## src/rtl/dram_uart_pkg.sv

```systemverilog
// dram_uart_pkg: shared streamer state encoding and dRam control codes.
package dram_uart_pkg;
  typedef enum logic [2:0] {
    IDLE,
    RD_REQ,
    RD_WAIT,
    START_BIT,
    DATA_BITS,
    STOP_BIT,
    FINISH
  } state_t;
  localparam logic [1:0] MEM_IDLE     = 2'b00;
  localparam logic [1:0] MEM_READ     = 2'b01;
  localparam logic [1:0] MEM_WRITE_OP = 2'b10;
endpackage

```

## src/rtl/uart_tx_core.sv

```systemverilog
// uart_tx_core: 8N1 bit timer and shifter; tx is registered one cycle behind the bit phase.
module uart_tx_core #(
  parameter int CLKS_PER_BIT = 434
) (
  input  logic       clk,
  input  logic       rst_n,
  input  logic       load,
  input  logic [7:0] data,
  output logic       tx,
  output logic       bit_end,
  output logic       tx_done
);
  localparam int CW = $clog2(CLKS_PER_BIT);
  logic [CW-1:0] cnt;
  logic [3:0]    idx;
  logic [7:0]    shift;
  logic          active;
  assign bit_end = active && cnt == CW'(CLKS_PER_BIT - 1);
  assign tx_done = bit_end && idx == 4'd9;
  always_ff @(posedge clk) begin
    if (!rst_n) begin
      cnt    <= '0;
      idx    <= '0;
      shift  <= '0;
      active <= 1'b0;
      tx     <= 1'b1;
    end else begin
      tx <= !active ? 1'b1 : idx == 4'd0 ? 1'b0 : idx == 4'd9 ? 1'b1 : shift[0];
      if (load) begin
        active <= 1'b1;
        shift  <= data;
        cnt    <= '0;
        idx    <= '0;
      end else if (active) begin
        cnt <= bit_end ? '0 : cnt + CW'(1);
        if (bit_end) begin
          idx <= idx + 4'd1;
          if (idx >= 4'd1 && idx <= 4'd8) shift <= shift >> 1;
          if (idx == 4'd9) active <= 1'b0;
        end
      end
    end
  end
endmodule

```

## src/rtl/dram_uart_streamer.sv

```systemverilog
// dram_uart_streamer: reads a dRam region byte by byte and streams it out as 8N1 UART.
module dram_uart_streamer
  import dram_uart_pkg::*;
#(
  parameter int CLKS_PER_BIT = 434,
  parameter int ADDR_W       = 19
) (
  input  logic              clk,
  input  logic              rst_n,
  input  logic              start,
  input  logic [ADDR_W-1:0] base_addr,
  input  logic [ADDR_W-1:0] byte_count,
  output logic [ADDR_W-1:0] mem_addr,
  output logic [1:0]        mem_ctrl,
  input  logic [7:0]        mem_rdata,
  output logic              tx,
  output logic              busy,
  output logic              done
);
  state_t            state, state_nxt;
  logic [ADDR_W-1:0] addr, remaining;
  logic [2:0]        bit_cnt;
  logic              load, bit_end, tx_done;
  uart_tx_core #(.CLKS_PER_BIT(CLKS_PER_BIT)) u_core (
    .clk(clk),
    .rst_n(rst_n),
    .load(load),
    .data(mem_rdata),
    .tx(tx),
    .bit_end(bit_end),
    .tx_done(tx_done)
  );
  always_ff @(posedge clk) begin
    if (!rst_n) state <= IDLE;
    else state <= state_nxt;
  end
  always_ff @(posedge clk) begin
    if (!rst_n) begin
      addr      <= '0;
      remaining <= '0;
      bit_cnt   <= '0;
    end else begin
      if (state == IDLE && start && byte_count != '0) begin
        addr      <= base_addr;
        remaining <= byte_count;
      end
      if (state == STOP_BIT && tx_done) begin
        addr      <= addr + ADDR_W'(1);
        remaining <= remaining - ADDR_W'(1);
      end
      bit_cnt <= state != DATA_BITS ? '0 : bit_cnt + 3'(bit_end);
    end
  end
  always_comb begin
    state_nxt = state;
    case (state)
      IDLE:      if (start) state_nxt = byte_count != '0 ? RD_REQ : FINISH;
      RD_REQ:    state_nxt = RD_WAIT;
      RD_WAIT:   state_nxt = START_BIT;
      START_BIT: if (bit_end) state_nxt = DATA_BITS;
      DATA_BITS: if (bit_end && bit_cnt == 3'd7) state_nxt = STOP_BIT;
      STOP_BIT:  if (tx_done) state_nxt = remaining == ADDR_W'(1) ? FINISH : RD_REQ;
      FINISH:    state_nxt = IDLE;
      default:   state_nxt = IDLE;
    endcase
  end
  always_comb begin
    mem_addr = addr;
    mem_ctrl = state == RD_REQ ? MEM_READ : MEM_IDLE;
    load     = state == RD_WAIT;
    busy     = state != IDLE && state != FINISH;
    done     = state == FINISH;
  end
endmodule

```

## config.mk

```make
export PLATFORM = sky130hd
export DESIGN_NAME = dram_uart_streamer
export DESIGN_NICKNAME = d
export VERILOG_FILES = /design/src/rtl/dram_uart_pkg.sv /design/src/rtl/uart_tx_core.sv /design/src/rtl/dram_uart_streamer.sv
export SDC_FILE = /design/constraint.sdc
export NUM_CORES = 1
export LEC_CHECK = 0
export CAP_MARGIN = 40
export CORE_AREA = 4 4 99 101
export DETAILED_ROUTE_END_ITERATION = 16
export DIE_AREA = 0 0 103 105
export PLACE_DENSITY = 0.69
export SLEW_MARGIN = 10
export SYNTH_ARGS = -nofsm -noshare
export SYNTH_HDL_FRONTEND = slang
export SYNTH_SLANG_ARGS = --single-unit
```

## constraint.sdc

```tcl
create_clock -name clk -period 2.1 [get_ports clk]
set_clock_uncertainty 0.15 [all_clocks]
set_input_delay 0.315 -clock clk [delete_from_list [all_inputs] [get_ports clk]]
set_output_delay 0.315 -clock clk [all_outputs]
set_load 0.05 [all_outputs]
```

After elaboration in Yosys (flattened, before gate mapping)
Cells that the tools add are included.
Word-level totals
  register bits: 67
  input port bits: 49
  output and inout port bits: 24
  logic and storage cells: 78
Cells by class
  add/sub/neg operators: 5
  order comparisons: 2
  equal/unequal tests: 16
  muxes and demuxes: 23
  bitwise operators: 1
  reductions and logical operators: 22
Operators by type and width (count)
  19-bit 2-to-1 mux: 4
  8-bit 2-to-1 mux: 4
  19-bit by 1-bit adder with 19-bit output (second input constant): 1
  19-bit by 1-bit equality test with 1-bit output (second input constant): 1
  19-bit nonzero test: 1
  19-bit by 1-bit subtractor with 19-bit output (second input constant): 1
  3-bit 2-to-1 mux: 6
  3-bit one-hot mux with 6 select lines: 1
  3-bit equality test (second input constant): 4
  9-bit by 1-bit adder with 9-bit output (second input constant): 1
  9-bit equality test (second input constant): 1
  9-bit 2-to-1 mux: 1
  1-bit logical AND: 8
  2-bit inequality test (second input constant): 4
  2-bit nonzero test: 4
  1-bit 2-to-1 mux: 7
  3-bit by 2-bit equality test with 1-bit output (second input constant): 2
  3-bit inequality test (second input constant): 2
  4-bit by 1-bit adder with 4-bit output (second input constant): 1
  4-bit equality test (second input constant): 1
  4-bit by 1-bit greater-or-equal comparator with 1-bit output (second input constant): 1
  4-bit <= comparator (second input constant): 1
  4-bit zero test: 1
  2-bit AND reduction: 2
  8 further kinds: 9

Logic depth before layout (Yosys ltp)
  depth in word-level cells: 6
  depth in mapped cells: 10
  mapped depth without buffers: 9

Cells and area by module
Synthesis repeated with hierarchy kept, for this count alone.
Unflattened totals
  cell total of the unflattened synthesis: 474
  area, all modules: 3852.4 um2
By module, submodules not included
  dram_uart_streamer: times used 1, cells an instance 339, area an instance 2620.0 um2, seq. area each 880.8 um2
  uart_tx_core: times used 1, cells an instance 135, area an instance 1232.4 um2, seq. area each 460.4 um2

Worst setup path after synthesis
Ideal clock, no wire load.
  kind: reg2reg
  start: register addr[9], in the netlist mem_addr[9]
  end: register addr[17], in the netlist mem_addr[17]
  arrival time: 2008 ps
  data required time: 1876 ps
  path slack: -133 ps
  cell stages (with the launch flop): 6
  path buffers: 0
  path through: dfxtp_1 -> and4_1 -> nand2_1 -> or3_1 -> or3_1 -> a31oi_1
On the way
  longest elaborated chain between the ends: 2
RTL lines
  start, declared: line dram_uart_streamer.sv:21  | logic [ADDR_W-1:0] addr, remaining;
  start signal, assigned: line dram_uart_streamer.sv:44  | addr <= base_addr;
  start signal, assigned: line dram_uart_streamer.sv:48  | addr <= addr + ADDR_W'(1);
  19-bit by 1-bit adder with 19-bit output: line dram_uart_streamer.sv:48
  19-bit 2-to-1 mux: line dram_uart_streamer.sv:47  | if (state == STOP_BIT && tx_done) begin
Every way passes these cells.
A chain may end at the register's enable or synchronous reset.

Worst setup path after layout
  start: register addr[15], in the netlist mem_addr[15]
  end: output mem_addr[15]
RTL lines
  end, declared: line dram_uart_streamer.sv:13  | output logic [ADDR_W-1:0] mem_addr,
No word-level cell between the ends.

==> results.cfg <==
[status]
status = finished, final reports clean

[die]
fp-row-count = 35
core_region_area_um2 = 9020
die_y_um = 105
die_w_um = 103
dieArea_um2 = 10800
start_util = 0.411
num_io_pins = 73

[placement]
gp_congestion = 0.875
port-buffer-count = 71
dp_hpwl_um = 8290

[clock_tree]
clk_latency_ns = 0.35
root_buffer = clkbuf_8
clock_path_buffers = 2
htreeDepth = 3
numCtsBuffers = 9
cts.sinks = 67
tritoncts = built
clk_pin_slew_worst_paths_ns = 0.08
postCtsHoldBufs = 0

[hold_path]
hold_start = u_core.shift[7]
hold_class = reg2reg
whs_path_depth = 2
min_to = u_core.shift[7]

[critical_path]
worstPathCellList = clkdlybuf4s50_1
cp.required_ns = 1.63
critPathCaptureType = output pin
crit_type = reg2out
reg2reg_from = u_core.cnt[1]
cp_slowest_stage_delay_ns = 0.83
critical-path-top-delay-family = buffers and inverters
critPathBufInv = 1
ff2ff_setup_slack_ns = 0.10
worstPathMaxFanout = 5
rr_worst_depth = 10
critPathArrivalTime_ns = 1.58
r2r-end = mem_addr[17]
cp_slowest_cell = clkdlybuf4s50_1
critPathLaunchType = register

[route]
wl_um = 11100
ant_nets = 0
drtPass1Iterations = 5
viasPerCell = 5.63
drt_iter0_drc = 176
vias = 3970
drc = 0
wl_per_cell_um = 15.7

[synthesis]
netlist_area_um2 = 3710
yosysSeqAreaShare = 0.361
netlist_instances = 451
synth-edff-count = 0
ys_warn_count = 0
ys.flop_type = dfxtp_1
synthMostInstantiatedCell = dfxtp_1
yosysTopAreaCellShare = 0.361
syn_avg_cell_area_um2 = 8.23
yosys_register_bits = 67
synth_common_cells = dfxtp_1, nand2_1, nor2_1
yosys-top-cells-area = dfxtp_1, nand2_1, ha_1, nor3_1, a21oi_1
synth_cell_types = 58
yosys.area.top_type = dfxtp_1
ys_async_sr_fraction = 0
synth_fp_nets = 511

[pwr]
peakVddDrop_uv = 688
leakagePower_uw = 0.00219
power.total_uw = 5520
powerDensity_nw_per_um2 = 999

[timing]
hold_viol = 0
whs_ns = 0.326
fin_crit_sh = 0.975
worst_pin_slew_ns = 0.510
slew_headroom = 0.659
period_minus_slack_ns = 2.05
tns_ns = 0
max_freq_mhz = 488
drv_slew = 0
setup_viol_count_final = 0

[global_route]
grt_max_degree = 33
grt_pass1_vias = 3943
antenna_found_initial = 0
grt_pass1_wl_um = 18400
grt_usage = 0.209
grt-ovfl-total = 0

[finish]
drive_gt1_frac = 0.242
syn_to_final_growth_pct = 48.8
final_util = 0.612
diodes = 0
layout.nets = 649

[run]
maxCapViolCount = 0
## repair_timing
action,CTS,global route
setup buffers,2,1
pin swaps,0,14
resized for setup,13,43
setup endpoints to repair,14,48
## power by group
group	switching [uW]	leakage, uW	total [uW]	internal [uW]
clock network	552	0.0000962	1110	556
registers	276	0.000552	1830	1550
logic	1460	0.00154	2580	1130
## area by class of cell
class                           count  area, um^2
Clock buffer                        9         124
Clock inverter                      7        76.3
Fill cell                         826        3500
Inverter                           13        53.8
Multi-Input combinational cell    346        2350
Sequential cell                    67        1360
Tap cell                          111         139
Timing Repair Buffer              152        1420
## metal layers
| metal | track usage | vias up | share of wire |
|---|---|---|---|
| li1 | - | 1991 | - |
| met1 | 0.274 | 1871 | 0.45 |
| met2 | 0.349 | 97 | 0.50 |
| met3 | 0.0421 | 11 | 0.044 |
| met4 | 0.0490 | 0 | 0.0097 |
| met5 | 0 | - | 0 |
## state kept, by name, indices dropped and copies added, names as in the netlist
signal / flops
mem_addr: 19
remaining: 19
u_core.cnt: 9
u_core.shift: 8
u_core.idx: 4
bit_cnt: 3
state: 3
u_core.active: 1
u_core.tx: 1
## through the flow
step | setup slack [ns] | std cells | instance area (um^2)
CTS | 0.00408 | 704 | 5340
global placement | -0.235 | 686 | 5110
floorplan | -0.0778 | 451 | 3720
global route | -0.00215 | 705 | 5520
finish | 0.0520 | 705 | 5520
detailed placement | -0.348 | 686 | 5110
## layout by cell type, fill, tap and decap left out, types with 4 or more instances in the layout
cell / netlist / layout
nor4_1: 13 / 8
xor2_1: 7 / 7
o311ai_0: 9 / 8
nand2_1: 45 / 44
and4_1: 5 / 4
inv_1: 11 / 9
a211oi_1: 4 / 4
clkbuf_8: 0 / 9
clkdlybuf4s50_1: 0 / 58
nor3_1: 26 / 24
and3_1: 7 / 7
o211ai_1: 9 / 9
o221ai_1: 4 / 4
or3_1: 12 / 12
buf_12: 0 / 6
a21oi_1: 24 / 24
and2_1: 5 / 4
a31oi_1: 14 / 14
buf_6: 0 / 5
mux2i_1: 10 / 10
xnor2_1: 8 / 8
o21ai_0: 22 / 22
or4_1: 6 / 4
buf_4: 2 / 72
nand4_1: 12 / 12
dlygate4sd2_1: 0 / 5
nand2b_1: 5 / 5
ha_1: 11 / 9
nor4_2: 0 / 4
dlymetal6s2s_1: 0 / 5
nor2_1: 29 / 28
dfxtp_1: 67 / 58
nand3_1: 16 / 14
dfxtp_2: 0 / 8
## worst max-delay path by stage
stage / start / to / slack (ns) / cells after the start
final: mem_addr[15] / mem_addr[15] / 0.05 / 1
after global routing: u_core.cnt[1] / remaining[16] / -0.002 / 9
after CTS: u_core.cnt[1] / remaining[18] / 0.004 / 9
after detailed placement: byte_count[7] / remaining[5] / -0.35 / 7
after global placement: byte_count[5] / remaining[2] / -0.24 / 7
after floorplan: mem_addr[11] / mem_addr[17] / -0.08 / 5
## logic make-up (layout without fill, tap and decap cells)
family                     after synthesis  count (layout)  synth area share
xor gates and xnor gates                15              15            0.0354
DFF                                     67              67             0.361
AOI/OAI and AO/OA                      114             114             0.208
buffers and inverters                   38             181            0.0438
and+or+nand+nor                        195             195             0.287
other                                    1               1           0.00101
muxes                                   10              10            0.0270
adders and majority gates               11              11            0.0371
## tightest hold or removal path, delay by kind of cell (launching register included)
kind | cells | cell delay [ns]
simple gates | 1 | 0.06
compound gates | 1 | 0.06
flops | 1 | 0.32
No activity file was read; power rests on OpenSTA's default activity.
